`src/rtl/max_pooling_layer_pkg.sv`:
```
// Shared definitions for the 2x2 stride-2 max-pooling stage.
package max_pooling_layer_pkg;

  // Widest per-channel sample the compare helper supports; narrower samples are sign-extended.
  localparam int unsigned MaxSampleWidth = 64;

  typedef logic signed [MaxSampleWidth-1:0] sample_t;

  // Signed maximum of two sign-extended samples.
  function automatic sample_t signed_max(input sample_t a, input sample_t b);
    return (a > b) ? a : b;
  endfunction

endpackage

```
`src/rtl/pool_line_buffer.sv`:
```
// Half-row line buffer holding the horizontal maxima of the even input row.
module pool_line_buffer #(
  parameter int unsigned DEPTH = 31,
  parameter int unsigned WIDTH = 48,
  localparam int unsigned AddrW = (DEPTH > 1) ? $clog2(DEPTH) : 1
) (
  input  logic             clk,
  input  logic             we,
  input  logic [AddrW-1:0] waddr,
  input  logic [WIDTH-1:0] wdata,
  input  logic [AddrW-1:0] raddr,
  output logic [WIDTH-1:0] rdata
);

  logic [WIDTH-1:0] mem [DEPTH];

  // Synchronous write; contents need no reset since every read follows a write in the frame.
  always_ff @(posedge clk) begin
    if (we) begin
      mem[waddr] <= wdata;
    end
  end

  // Combinational read.
  assign rdata = mem[raddr];

endmodule

```
`src/rtl/max_pooling_layer.sv`:
```
// 2x2, stride-2 max pooling over a raster-order pixel stream, all channels in parallel.
module max_pooling_layer
  import max_pooling_layer_pkg::*;
#(
  parameter int unsigned D_WIDTH      = 16,
  parameter int unsigned CHANNELS     = 3,
  parameter int unsigned IMAGE_WIDTH  = 63,
  parameter int unsigned IMAGE_HEIGHT = 31
) (
  input  logic                        clk,
  input  logic                        rst_n,
  input  logic                        clk_en,
  input  logic [CHANNELS*D_WIDTH-1:0] input_data,
  input  logic                        input_valid,
  output logic [CHANNELS*D_WIDTH-1:0] output_data,
  output logic                        valid
);

  localparam int unsigned DataW   = CHANNELS * D_WIDTH;
  localparam int unsigned ColW    = (IMAGE_WIDTH > 1) ? $clog2(IMAGE_WIDTH) : 1;
  localparam int unsigned RowW    = (IMAGE_HEIGHT > 1) ? $clog2(IMAGE_HEIGHT) : 1;
  localparam int unsigned LbDepth = (IMAGE_WIDTH / 2 > 0) ? IMAGE_WIDTH / 2 : 1;
  localparam int unsigned LbAddrW = (LbDepth > 1) ? $clog2(LbDepth) : 1;

  localparam logic [ColW-1:0] ColLast = ColW'(IMAGE_WIDTH - 1);
  localparam logic [RowW-1:0] RowLast = RowW'(IMAGE_HEIGHT - 1);

  logic [ColW-1:0]  col_q, col_d;
  logic [RowW-1:0]  row_q, row_d;
  logic [DataW-1:0] pend_q;
  logic [DataW-1:0] out_q;
  logic             valid_q;

  logic             accept;
  logic             win_done;
  logic             lb_we;
  logic [LbAddrW-1:0] lb_addr;
  logic [DataW-1:0] lb_rdata;
  logic [DataW-1:0] h_word;
  logic [DataW-1:0] o_word;

  assign accept   = clk_en & input_valid;
  // Odd column of an odd row is the bottom-right pixel of a window.
  assign win_done = accept & col_q[0] & row_q[0];
  assign lb_we    = accept & col_q[0] & ~row_q[0];
  assign lb_addr  = LbAddrW'(col_q >> 1);

  // Per-channel horizontal max (pending vs. current) and vertical max (line buffer vs. horizontal).
  for (genvar c = 0; c < CHANNELS; c++) begin : g_ch
    localparam int unsigned Lsb = (CHANNELS - 1 - c) * D_WIDTH;

    logic signed [D_WIDTH-1:0] px_c, pend_c, lb_c, h_c;

    assign px_c   = input_data[Lsb +: D_WIDTH];
    assign pend_c = pend_q[Lsb +: D_WIDTH];
    assign lb_c   = lb_rdata[Lsb +: D_WIDTH];
    assign h_c    = D_WIDTH'(signed_max(sample_t'(pend_c), sample_t'(px_c)));

    assign h_word[Lsb +: D_WIDTH] = h_c;
    assign o_word[Lsb +: D_WIDTH] = D_WIDTH'(signed_max(sample_t'(lb_c), sample_t'(h_c)));
  end

  pool_line_buffer #(
    .DEPTH(LbDepth),
    .WIDTH(DataW)
  ) u_line_buffer (
    .clk  (clk),
    .we   (lb_we),
    .waddr(lb_addr),
    .wdata(h_word),
    .raddr(lb_addr),
    .rdata(lb_rdata)
  );

  // Raster position: column wraps into row, row wraps at the frame boundary.
  always_comb begin
    col_d = col_q;
    row_d = row_q;
    if (accept) begin
      if (col_q == ColLast) begin
        col_d = '0;
        row_d = (row_q == RowLast) ? '0 : row_q + 1'b1;
      end else begin
        col_d = col_q + 1'b1;
      end
    end
  end

  // State registers; a low clk_en freezes everything including the output strobe.
  always_ff @(posedge clk or negedge rst_n) begin
    if (!rst_n) begin
      col_q   <= '0;
      row_q   <= '0;
      pend_q  <= '0;
      out_q   <= '0;
      valid_q <= 1'b0;
    end else begin
      col_q <= col_d;
      row_q <= row_d;
      if (accept && !col_q[0]) begin
        pend_q <= input_data;
      end
      if (clk_en) begin
        valid_q <= win_done;
        if (win_done) begin
          out_q <= o_word;
        end
      end
    end
  end

  assign output_data = out_q;
  assign valid       = valid_q;

endmodule

```
`config.mk`:
```
export PLATFORM = sky130hd
export DESIGN_NAME = max_pooling_layer
export DESIGN_NICKNAME = d
export VERILOG_FILES = /design/src/rtl/max_pooling_layer_pkg.sv /design/src/rtl/pool_line_buffer.sv /design/src/rtl/max_pooling_layer.sv
export SDC_FILE = /design/constraint.sdc
export NUM_CORES = 2
export LEC_CHECK = 0
export BUFFER_PORTS_ARGS = -buffer_cell sky130_fd_sc_hd__buf_2
export CORE_MARGIN = 2
export CORE_UTILIZATION = 67
export DETAILED_ROUTE_END_ITERATION = 10
export GPL_TIMING_DRIVEN = 0
export PLACE_DENSITY_LB_ADDON = 0.05
export SKIP_CTS_REPAIR_TIMING = 1
export SLEW_MARGIN = 20
export SYNTH_ARGS = -nofsm -noshare
export SYNTH_HDL_FRONTEND = slang
export SYNTH_SLANG_ARGS = --single-unit
export TNS_END_PERCENT = 100
```
`constraint.sdc`:
```
create_clock -name clk -period 7.43 [get_ports clk]
set_input_delay 0.3715 -clock clk [delete_from_list [all_inputs] [get_ports clk]]
set_output_delay 0.3715 -clock clk [all_outputs]
set_load 0.02 [all_outputs]
```
## After elaboration in Yosys (flattened, before gate mapping)

Memory sizes are Yosys's and may differ from the RTL's.
Cells that the tools add are included.

- Flip-flop bits (word level): 108
- Bits in writable memories: 1488
- Input port bits: 52
- Output and inout bits: 49
- Logic and storage cells: 35
- Memories: 1

Memories:

| memory | depth | width | read ports | clocked after Yosys merged registers in | write ports | RTL line | text |
|---|---|---|---|---|---|---|---|
| u_line_buffer.mem | 31 | 48 | 1 | 0 | 1 | pool_line_buffer.sv:15 | `logic [WIDTH-1:0] mem [DEPTH];` |

- $add $sub $neg: 2
- Magnitude comparators: 6
- Equal/unequal tests: 2
- Multiplexer cells: 10
- Bitwise operators: 5
- Reduce and logical (&&, ||, !) cells: 4

Operator list:

| cell | number |
|---|---|
| $gt A16 B16 Y1 | 6 |
| $mux W16 | 6 |
| $add A6 B1 Y6 const B | 1 |
| $eq A6 B6 Y1 const B | 1 |
| $mux W6 | 1 |
| $add A5 B1 Y5 const B | 1 |
| $eq A5 B5 Y1 const B | 1 |
| $mux W5 | 1 |
| $and A1 B1 Y1 | 4 |
| $reduce_and A2 Y1 | 2 |
| $mux W1 | 2 |
| $logic_and A1 B1 Y1 | 1 |
| $logic_not A1 Y1 | 1 |
| $not A1 Y1 | 1 |

## Longest topological paths before layout

- Word-level depth: 5
- Mapped depth: 19
- Depth with buffers taken out: 17

## Cells and area by module

A second synthesis with hierarchy kept.

- Cells, all modules: 3690
- Area total of the unflattened synthesis: 64637.0 um2

By module, submodules not included:

| module | instances | cells each | area each (um2) | seq. area each (um2) |
|---|---|---|---|---|
| pool_line_buffer | 1 | 2844 | 57059.7 | 44682.9 |
| max_pooling_layer | 1 | 846 | 7577.3 | 2702.6 |

## Worst setup path after synthesis

Ideal clock, no wire load.

- Path type: input-to-reg
- Start point: input port input_data[47]
- End point: register out_q[46] (netlist: output_data[46])
- Setup time: 96 ps
- Data arrival time: 4599 ps
- Data required time: 7334 ps
- Setup slack: 2735 ps
- Stages on the path: 18
- Path buffers: 3
- Path through: inv_1 -> ha_1 -> nand4_1 -> or4_1 -> and2_1 -> buf_2 -> clkbuf_1 -> nand2_1 -> o21ai_0 -> ha_1 -> nor2b_1 -> o211ai_1 -> a211oi_1 -> o21bai_1 -> nor3b_1 -> clkbuf_1 -> a311oi_1 -> o31ai_1

- Word-level cells in the longest chain between the ends: 4

RTL lines:

| element | RTL line | text |
|---|---|---|
| start: declaration | max_pooling_layer.sv:13 | `input logic [CHANNELS*D_WIDTH-1:0] input_data,` |
| $gt A16 B16 Y1 | max_pooling_layer_pkg.sv:11 | `return (a > b) ? a : b;` |
| $mux W16 | max_pooling_layer_pkg.sv:11 |  |
| via g_ch[0].h_c[0] | max_pooling_layer.sv:52 | `logic signed [D_WIDTH-1:0] px_c, pend_c, lb_c, h_c;` |
| $gt A16 B16 Y1 | max_pooling_layer_pkg.sv:11 |  |
| $mux W16 | max_pooling_layer_pkg.sv:11 |  |
| end signal: assignment | max_pooling_layer.sv:106 | `out_q <= o_word;` |
| end: declaration | max_pooling_layer.sv:31 | `logic [DataW-1:0] out_q;` |

The timed path passes the listed nets, and every way through them passes these cells.
A chain may end at the register's enable or synchronous reset.

## Worst setup path in the final report

- Start point: register col_q[2]
- End point: register out_q[31] (netlist: output_data[31])

- Word-level cells in the longest chain between the ends: 3

RTL lines:

| element | RTL line | text |
|---|---|---|
| start: declaration | max_pooling_layer.sv:28 | `logic [ColW-1:0] col_q, col_d;` |
| start signal: assignment | max_pooling_layer.sv:98 | `col_q <= col_d;` |
| $mem_v2 Z31 W48 (*) | -- |  |
| $gt A16 B16 Y1 | max_pooling_layer_pkg.sv:11 |  |
| $mux W16 (*) | max_pooling_layer_pkg.sv:11 |  |

Every way passes the cells marked *; elsewhere a longest branch is shown, timed or not.

==> results.sh <==
export IMPL_drive_gt1_share_pct=23.80
export IMPL_required_ps=8070
export IMPL_grt_pass1_wl_um=295000
export IMPL_async_flop_share_pct=6.767
export IMPL_setup_viol=0
export IMPL_path_class="register to register"
export IMPL_grt_total_usage_pct=44.56
export IMPL_syn_area_um2=63770
export IMPL_clkTransAtPathRegs_ps=60
export IMPL_antenna_found_initial=10
export IMPL_clk_latency_ps=790
export IMPL_worstMarginPinSlew_ps=1366
export IMPL_drc=0
export IMPL_crit_top_cell="buf_2"
export IMPL_first_pass_iters=9
export IMPL_fin_crit_ps=7045
export IMPL_overflow=0
export IMPL_clkSinkCount=1596
export IMPL_core_um2=94730
export IMPL_fin_nets=3889
export IMPL_fmax_mhz=141.9
export IMPL_die_height_um=312.5
export IMPL_die_x_um=312.5
export IMPL_status="finished, violations left"
export IMPL_wl_per_cell_um=41.67
export IMPL_first_iter_violations=8102
export IMPL_ys_seq_area_share_pct=74.31
export IMPL_rows=113
export IMPL_syn_mean_instance_area_um2=19.14
export IMPL_drt_wl_total_um=214300
export IMPL_cts_max_level=4
export IMPL_synth_nets=3483
export IMPL_rsz0062_at_grt="false"
export IMPL_placed_area_um2=68800
export IMPL_crit_path_start_kind="register"
export IMPL_path_cells="buf_2, buf_2, clkbuf_1, clkbuf_1, mux4_2, a22oi_1, nand4_1, ha_1, nand4_1, or3_1, a21oi_1, nor4_1, a21oi_2, nand2b_1, buf_2, o211ai_1"
export IMPL_critical_path_max_stage_delay_ps=1000
export IMPL_cts_buffers=154
export IMPL_syn_instance_count=3331
export IMPL_routabilityCongestion=0.9203
export IMPL_final_area_um2=74100
export IMPL_hp_class="input pin to register"
export IMPL_viasPerCell=7.711
export IMPL_cp_data_arrival_time_ps=7690
export IMPL_yosys_area_top_type="edfxtp_1"
export IMPL_p_leak_uw=0.02491
export IMPL_crit_slowest_cell="clkbuf_1"
export IMPL_grt_max_degree=61
export IMPL_ys_ff_latch=1596
export IMPL_via_count=39659
export IMPL_area_delta_synth_final_pct=16.20
export IMPL_port_buffers=100
export IMPL_worstSetupEndpointType="register"
export IMPL_critPathMaxFanout=10
export IMPL_slew_viol_final=0
export IMPL_clock_root_buffer="clkbuf_16"
export IMPL_post_dp_hpwl_um=137100
export IMPL_synthTopCellsByArea="edfxtp_1 70%, mux4_2 12%, dfrtp_1 4.2%"
export IMPL_finalCritPeriodShare_pct=94.82
export IMPL_hold_viol=1
export IMPL_synth_cell_types=62
export IMPL_initial_core_util_pct=67.32
export IMPL_clockBufferDepth=3
export IMPL_antenna_left=0
export IMPL_ys_flop_type="edfxtp_1"
export IMPL_synth_edf_count=1488
export IMPL_synth_top_area_share_pct=70.07
export IMPL_irDropWorstVdd_v=0.0002874
export IMPL_die_area_um2=97660
export IMPL_power_density_nw_per_um2=381.4
export IMPL_clock_skew_final_ps=33.64
export IMPL_hold_slack_ps=-23.38
export IMPL_io_pins=101
export IMPL_fill_cells=4840
export IMPL_tritoncts="built"
export IMPL_maxCapViolCount=0
export IMPL_yosys_warnings=0
export IMPL_grt_pass1_vias=38690
export IMPL_max_slew_margin_pct=8.911
export IMPL_violations="hold timing"
export IMPL_setup_tns_ps=0
synthesized netlist by cell type, types with 25 or more instances:
cell type,number
mux2i_1,54
mux4_2,336
o21ai_0,116
dfrtp_1,108
nand3_1,33
ha_1,100
nand2_1,183
o31ai_1,34
nand4_1,57
inv_1,100
clkbuf_1,110
edfxtp_1,1488
a21oi_1,76
nor2b_1,32
a211oi_1,25
nor2_1,49
buf_2,50
a22oi_1,179
critical path, delay by kind of cell, from the launching register on:
| family | cells | cell delay, ps |
|---|---|---|
| buffers and inverters | 5 | 3160 |
| and+or+nand+nor | 5 | 1350 |
| AOI/OAI and AO/OA | 4 | 990 |
| DFF | 1 | 480 |
| muxes | 1 | 430 |
| adders and majority gates | 1 | 420 |
where the power goes:
| group | switching, uW | internal (uW) |
|---|---|---|
| clock | 3370 | 4300 |
| sequential | 251 | 11100 |
| combinational | 6240 | 2960 |
through the flow:
step / hold slack, ps / util, % / setup WS, ps / power, uW / std cells
2_1_floorplan: 75.91 / - / 2735 / 16830 / 3331
3_3_place_gp: 463.3 / 69.52 / -1408 / 19840 / 4696
3_5_place_dp: 401.6 / 72.63 / 1040 / 20220 / 4807
4_1_cts: -413.5 / 77.78 / 900.3 / 27860 / 5091
5_1_grt: 10.02 / 78.19 / 589.0 / 28890 / 5130
6_report: -23.38 / 78.23 / 384.6 / 28260 / 5143
layout make-up:
type                            count  area [um2]  share of cell area (%)
Buffer                            184       870.8                   1.175
Sequential cell                  1596       47390                   63.95
Clock inverter                     79       593.1                  0.8003
Timing Repair Buffer              250        3573                   4.822
Antenna cell                       13       32.53                 0.04390
Tap cell                         1265        1583                   2.136
Multi-Input combinational cell   1451       15400                   20.79
Clock buffer                      205        4285                   5.783
Inverter                          100       375.4                  0.5065
state kept, by name, indices dropped and copies added (netlist names):
register           count
pend_q                48
col_q                  6
valid                  1
row_q                  5
output_data           48
u_line_buffer.mem   1488
path summary, 6_finish.rpt:
check                           startpoint               to  slack, ps  depth (start not counted)
setup / recovery                  col_q[2]  output_data[31]        380                         16
hold / removal               input_data[6]        pend_q[6]        -20                          3
setup reg to reg                  col_q[2]  output_data[31]        380                         16
hold reg to reg            output_data[43]  output_data[43]        480                          2
max in group asynchronous            rst_n        pend_q[8]       6470                          3
min in group asynchronous            rst_n  output_data[43]        140                          2
cells by family after synthesis:
| logic type | synth area share [%] |
|---|---|
| AOI/OAI and AO/OA | 5.460 |
| xor gates and xnor gates | 0.01374 |
| adders and majority gates | 1.962 |
| buffers and inverters | 1.907 |
| DFF | 74.31 |
| muxes | 13.04 |
| and+or+nand+nor | 3.306 |
layout by cell type (no fill, tap or decap), drive strengths merged, types with 5 or more instances in the layout:
cell and count:
nor3 8, clkinv 64, buf 285, a311oi 15, dlygate4sd3 39, mux4 336, clkbuf 315, a21o 10
and2 10, nor2 50, nand3 33, a22oi 179, inv 105, ha 100, nor2b 32, a31oi 17
and3 9, bufinv 7, o211ai 20, and4 10, or3 6, dfrtp 108, a21oi 77, a211o 6
a211oi 25, mux2i 65, nand2 183, diode 13, a22o 6, o21ai 116, o31ai 34, edfxtp 1488
nand4 57, nand3b 5
layer usage:
layer / global-route usage (%) / vias to the layer above / wire [um]
li1: - / 14520 / -
met1: 58.93 / 19771 / 69410
met2: 63.35 / 4307 / 92650
met3: 18.50 / 1043 / 36570
met4: 25.16 / 18 / 15370
met5: 1.161 / - / 327
Power figures use the tool's default switching activity.
